`src/rtl/count_ones_chunked.sv`:
```
// Multi-cycle population counter consuming CHUNK_WIDTH bits per cycle.
// Counts ones or zeros, with an optional early finish on an all-zero remainder.
module count_ones_chunked #(
  parameter int INPUT_WIDTH  = 32,
  parameter int CHUNK_WIDTH  = 4,
  parameter int EARLY_EXIT   = 1,
  localparam int OUTPUT_WIDTH = $clog2(INPUT_WIDTH + 1)
) (
  input  logic                    clk,
  input  logic                    rst_n,
  input  logic                    go,
  input  logic                    count_zeros,
  input  logic [INPUT_WIDTH-1:0]  in,
  output logic [OUTPUT_WIDTH-1:0] out,
  output logic                    done,
  output logic                    busy
);

  localparam int NUM_CHUNKS = INPUT_WIDTH / CHUNK_WIDTH;
  localparam int IDX_W =
    (NUM_CHUNKS > 1) ? $clog2(NUM_CHUNKS) : 1;
  localparam int PC_W = $clog2(CHUNK_WIDTH + 1);
  localparam logic [IDX_W-1:0] LAST_IDX =
    IDX_W'(NUM_CHUNKS - 1);

  generate
    if (INPUT_WIDTH < 1 || CHUNK_WIDTH < 1 ||
        (INPUT_WIDTH % CHUNK_WIDTH) != 0) begin : g_bad_cfg
      $error("count_ones_chunked: bad INPUT/CHUNK width");
    end
  endgenerate

  typedef enum logic [1:0] {
    S_IDLE,
    S_COUNT,
    S_DONE
  } state_e;

  state_e                  state_q, state_d;
  logic [INPUT_WIDTH-1:0]  data_q, data_d;
  logic [OUTPUT_WIDTH-1:0] acc_q, acc_d;
  logic [IDX_W-1:0]        idx_q, idx_d;
  logic [OUTPUT_WIDTH-1:0] out_q, out_d;
  logic                    done_q, done_d;

  logic [INPUT_WIDTH-1:0]  data_shr;
  logic [CHUNK_WIDTH-1:0]  chunk;
  logic [PC_W-1:0]         chunk_pc;
  logic [OUTPUT_WIDTH-1:0] sum;
  logic                    last;

  // A single-chunk operand has nothing left after the shift.
  generate
    if (CHUNK_WIDTH >= INPUT_WIDTH) begin : g_one_chunk
      assign data_shr = '0;
    end else begin : g_multi_chunk
      assign data_shr = {{CHUNK_WIDTH{1'b0}},
                         data_q[INPUT_WIDTH-1:CHUNK_WIDTH]};
    end
  endgenerate

  assign chunk = data_q[CHUNK_WIDTH-1:0];

  always_comb begin
    chunk_pc = '0;
    for (int i = 0; i < CHUNK_WIDTH; i++) begin
      chunk_pc = chunk_pc + PC_W'(chunk[i]);
    end
  end

  assign sum  = acc_q + OUTPUT_WIDTH'(chunk_pc);
  assign last = (idx_q == LAST_IDX) ||
                ((EARLY_EXIT != 0) && (data_shr == '0));

  always_comb begin
    state_d = state_q;
    data_d  = data_q;
    acc_d   = acc_q;
    idx_d   = idx_q;
    out_d   = out_q;
    done_d  = done_q;
    unique case (state_q)
      S_IDLE, S_DONE: begin
        if (go) begin
          data_d  = count_zeros ? ~in : in;
          acc_d   = '0;
          idx_d   = '0;
          done_d  = 1'b0;
          state_d = S_COUNT;
        end
      end
      S_COUNT: begin
        acc_d  = sum;
        data_d = data_shr;
        idx_d  = idx_q + IDX_W'(1);
        if (last) begin
          out_d   = sum;
          done_d  = 1'b1;
          state_d = S_DONE;
        end
      end
      default: begin
        state_d = S_IDLE;
      end
    endcase
  end

  always_ff @(posedge clk or negedge rst_n) begin
    if (!rst_n) begin
      state_q <= S_IDLE;
      data_q  <= '0;
      acc_q   <= '0;
      idx_q   <= '0;
      out_q   <= '0;
      done_q  <= 1'b0;
    end else begin
      state_q <= state_d;
      data_q  <= data_d;
      acc_q   <= acc_d;
      idx_q   <= idx_d;
      out_q   <= out_d;
      done_q  <= done_d;
    end
  end

  assign out  = out_q;
  assign done = done_q;
  assign busy = (state_q == S_COUNT);

endmodule

```
`config.mk`:
```
export PLATFORM = sky130hd
export DESIGN_NAME = count_ones_chunked
export DESIGN_NICKNAME = d
export VERILOG_FILES = /design/src/rtl/count_ones_chunked.sv
export SDC_FILE = /design/constraint.sdc
export NUM_CORES = 1
export LEC_CHECK = 0
export CAP_MARGIN = 20
export CELL_PAD_IN_SITES_DETAIL_PLACEMENT = 2
export CELL_PAD_IN_SITES_GLOBAL_PLACEMENT = 2
export CORE_AREA = 4 4 97 99
export DETAILED_ROUTE_END_ITERATION = 16
export DIE_AREA = 0 0 101 103
export PLACE_DENSITY = 0.74
export SETUP_SLACK_MARGIN = 0.4
export SLEW_MARGIN = 5
export SYNTH_ARGS = -nofsm -noshare
export SYNTH_HDL_FRONTEND = slang
export SYNTH_SLANG_ARGS = --single-unit
```
`constraint.sdc`:
```
create_clock -name clk -period 2.6 [get_ports clk]
set_input_delay 0.26 -clock clk [delete_from_list [all_inputs] [get_ports clk]]
set_output_delay 0.26 -clock clk [all_outputs]
set_load 0.005 [all_outputs]
```
==> flow_summary.yaml <==
critical_path:
  crit_end: "out[4]"
  cp-start-kind: "flip-flop"
  crit_path_end_kind: "flip-flop"
  r2r.worst_path.cells: 7
  r2r-start: "data_q[0]"
  crit_type: "reg2reg"
  crit_path_max_fanout: 2
  crit_path_start: "data_q[0]"
  ff2ff_setup_slack_ns: 0.39
  crit_arrival_ns: 2.41
  crit_required_ns: 2.80
  r2r_end: "out[4]"
cells_and_area:
  nets: 304
  final_layout_size_suffix_gt1_share_pct: 15.2
  n_fill_cell: 894
  diodes: 0
  fin_area_um2: 3270
  areaGrowthSynthToFinish_pct: 25.9
  fin_cells: 371
global_routing:
  grt_util_met2_pct: 21.2
  grt_usage_pct: 12.7
  grtUsageMet1_pct: 16.6
  grt.met3_usage_pct: 2.91
  grt_max_degree: 51
  grt_pass1_wl_mm: 10.4
  grt.overflow.total: 0
  antenna_found_initial: 0
  grt_pass1_vias: 2055
  top_usage_layer: "met2"
timing:
  rsz0062_at_grt: "true"
  setup_tns_ns: 0
  maxSlewViolCount: 0
  hold_slack_ns: 0.0430
  hold_viol: 0
  finalSetupViolations: 0
  finClkSkew_ns: 0.00454
  worst_pin_slew_ns: 0.870
  slew_headroom_pct: 42.0
  max_clock_freq_mhz: 453
  finalCriticalPeriod_ns: 2.21
  min_period_over_period_pct: 84.9
floorplanning:
  ios: 44
  rows: 34
  die_x_um: 101
  die_h_um: 103
  initial_core_util_pct: 30.4
  die_area_um2: 10400
  coreArea_um2: 8550
logic_synthesis:
  synth_ff_type: "dfrtp_1"
  async_flop_share_pct: 100
  synth_top_cells_by_area: "dfrtp_1, xnor2_1, a221o_1"
  syn_area_um2: 2600
  synth_top_family_by_area: "compound AO/OA/AOI/OAI gates"
  yosysTopAreaCell: "dfrtp_1"
  synth.distinct_cells: 31
  synth-edff-count: 0
  synth_cells: 221
  yosysMostFrequentCell: "dfrtp_1"
  synth-xor-area-share_pct: 12.1
  synth_top_area_share_pct: 48.2
  yosys-top-cells-count: "dfrtp_1, xnor2_1, nor2_1"
  synth_area_per_cell_um2: 11.7
  synth.ff_latch_count: 50
  synthAdderAreaFrac_pct: 3.76
  synth_compound_area_share_pct: 16.2
  ys_seq_area_share_pct: 48.2
  yosys_warnings: 0
  syn_nets: 263
  synthSimpleGateAreaFrac_pct: 13.0
  synthMuxAreaShare_pct: 3.28
power_and_ir_drop:
  pwr-share-seq_pct: 40.1
  clkPwrFrac_pct: 14.2
  p_sw_mw: 1.43
  p_int_mw: 2.29
  p_comb_share_pct: 45.7
  power.leakage_nw: 1.34
  sw_frac_of_total_pct: 38.4
  vdd_ir_drop_max_uv: 340
  power.density_nw_per_um2: 1140
cts:
  htree_levels: 2
  clk_pin_slew_ns: 0.09
  clock_path_buffers: 2
  numCtsBuffers: 5
  worstSkewPairLatency_ns: 0.31
  clockRootBuffer: "clkbuf_8"
  cts_tree: "built"
  cts_hold_buf: 0
  numClockSinks: 50
detailed_routing:
  via_per_inst: 5.16
  dr_total_vias: 1913
  firstDrtPassIters: 4
  ant_nets: 0
  drt_iter0_drc: 56
  drt-wirelength-per-cell_um: 17.1
  wl_mm: 6.33
  drc: 0
place:
  dpl_cell_area_um2: 3120
  io_buffers: 43
  place.gp.congestion: 0.727
  hpwl_mm: 4.36
  dp_cells: 361
run_status:
  status: "complete, no violations"
worst_hold_path:
  hold_class: "in2async"
job:
  maxCapViolCount: 0
[state kept, by name, indices dropped and copies added, names as in the netlist]
name and flops:
acc_q 6, data_q 32, done 1, idx_q 3
out 6, state_q 2
[per-stage QoR]
stage / total power [mW] / util, % / worst slack [ns]
2_1_floorplan: 2.59 / - / 0.482
3_3_place_gp: 3.04 / 36.5 / 0.421
3_5_place_dp: 3.14 / 36.5 / 0.315
4_1_cts: 3.72 / 37.9 / 0.383
5_1_grt: 4.03 / 38.2 / 0.301
6_report: 3.73 / 38.2 / 0.393
[worst min path at each step]
stage,slack [ns],endpoint,cells past startpoint
2_1_floorplan,-0.04,acc_q[0],0
3_3_place_gp,0.41,data_q[27],2
3_5_place_dp,0.41,data_q[31],2
4_1_cts,0.07,data_q[24],2
5_1_grt,0.1,data_q[31],2
6_report,0.04,data_q[31],2
[layer usage]
layer / vias to the layer above / routed length (µm)
li1: 875 / -
met1: 994 / 2860
met2: 39 / 3120
met3: 5 / 278
met4: 0 / 78
met5: - / 0
[final cells by class]
type                       count  area (µm²)  share of cell area, %
sequential                    50        1250                   38.3
multi-input combinational    150        1280                   39.0
tap                          108         135                   4.13
clock buffer                   8         110                   3.37
inverter                       5        23.8                  0.727
timing repair buffer          50         473                   14.5
[layout by cell type, fill, tap and decap left out, types with 2 or more instances in the layout]
cell,n
dfrtp_1,50
clkdlybuf4s50_1,41
xnor2_1,35
nor2_1,29
a221o_1,28
nand2_1,9
clkbuf_8,8
o21ai_0,7
buf_4,7
a22o_1,6
mux2_4,5
nor4_4,4
inv_1,3
nor4_2,3
ha_1,3
nand2b_1,2
o31ai_1,2
nand4_2,2
fa_2,2
buf_2,2
[power by group through the flow]
stage / Clock [mW] / Sequential (mW) / Combinational, mW
global placement: 0 / 1.48 / 1.56
floorplan: 0 / 1.41 / 1.18
global route: 0.579 / 1.55 / 1.90
detailed placement: 0 / 1.51 / 1.63
CTS: 0.545 / 1.50 / 1.68
finish: 0.530 / 1.49 / 1.70
[repair_timing]
action	in CTS	in global routing
resized for setup	3	5
buffers inserted	1	1
pin swaps	0	2
setup endpoints to repair	3	6
[logic make-up after synthesis]
logic type | Yosys count
buf+inv | 21
flops | 50
simple gates | 55
xor+xnor | 36
mux | 6
compound gates | 47
fa+ha+maj | 6
[critical path, stage by stage, from the launching register on]
cell and delay [ns]:
dfrtp_1 0.42, fa_1 0.56, fa_2 0.22, inv_2 0.05, fa_2 0.40, nor2_4 0.11
xor2_2 0.08, mux2_4 0.26
Power figures use the tool's default switching activity.
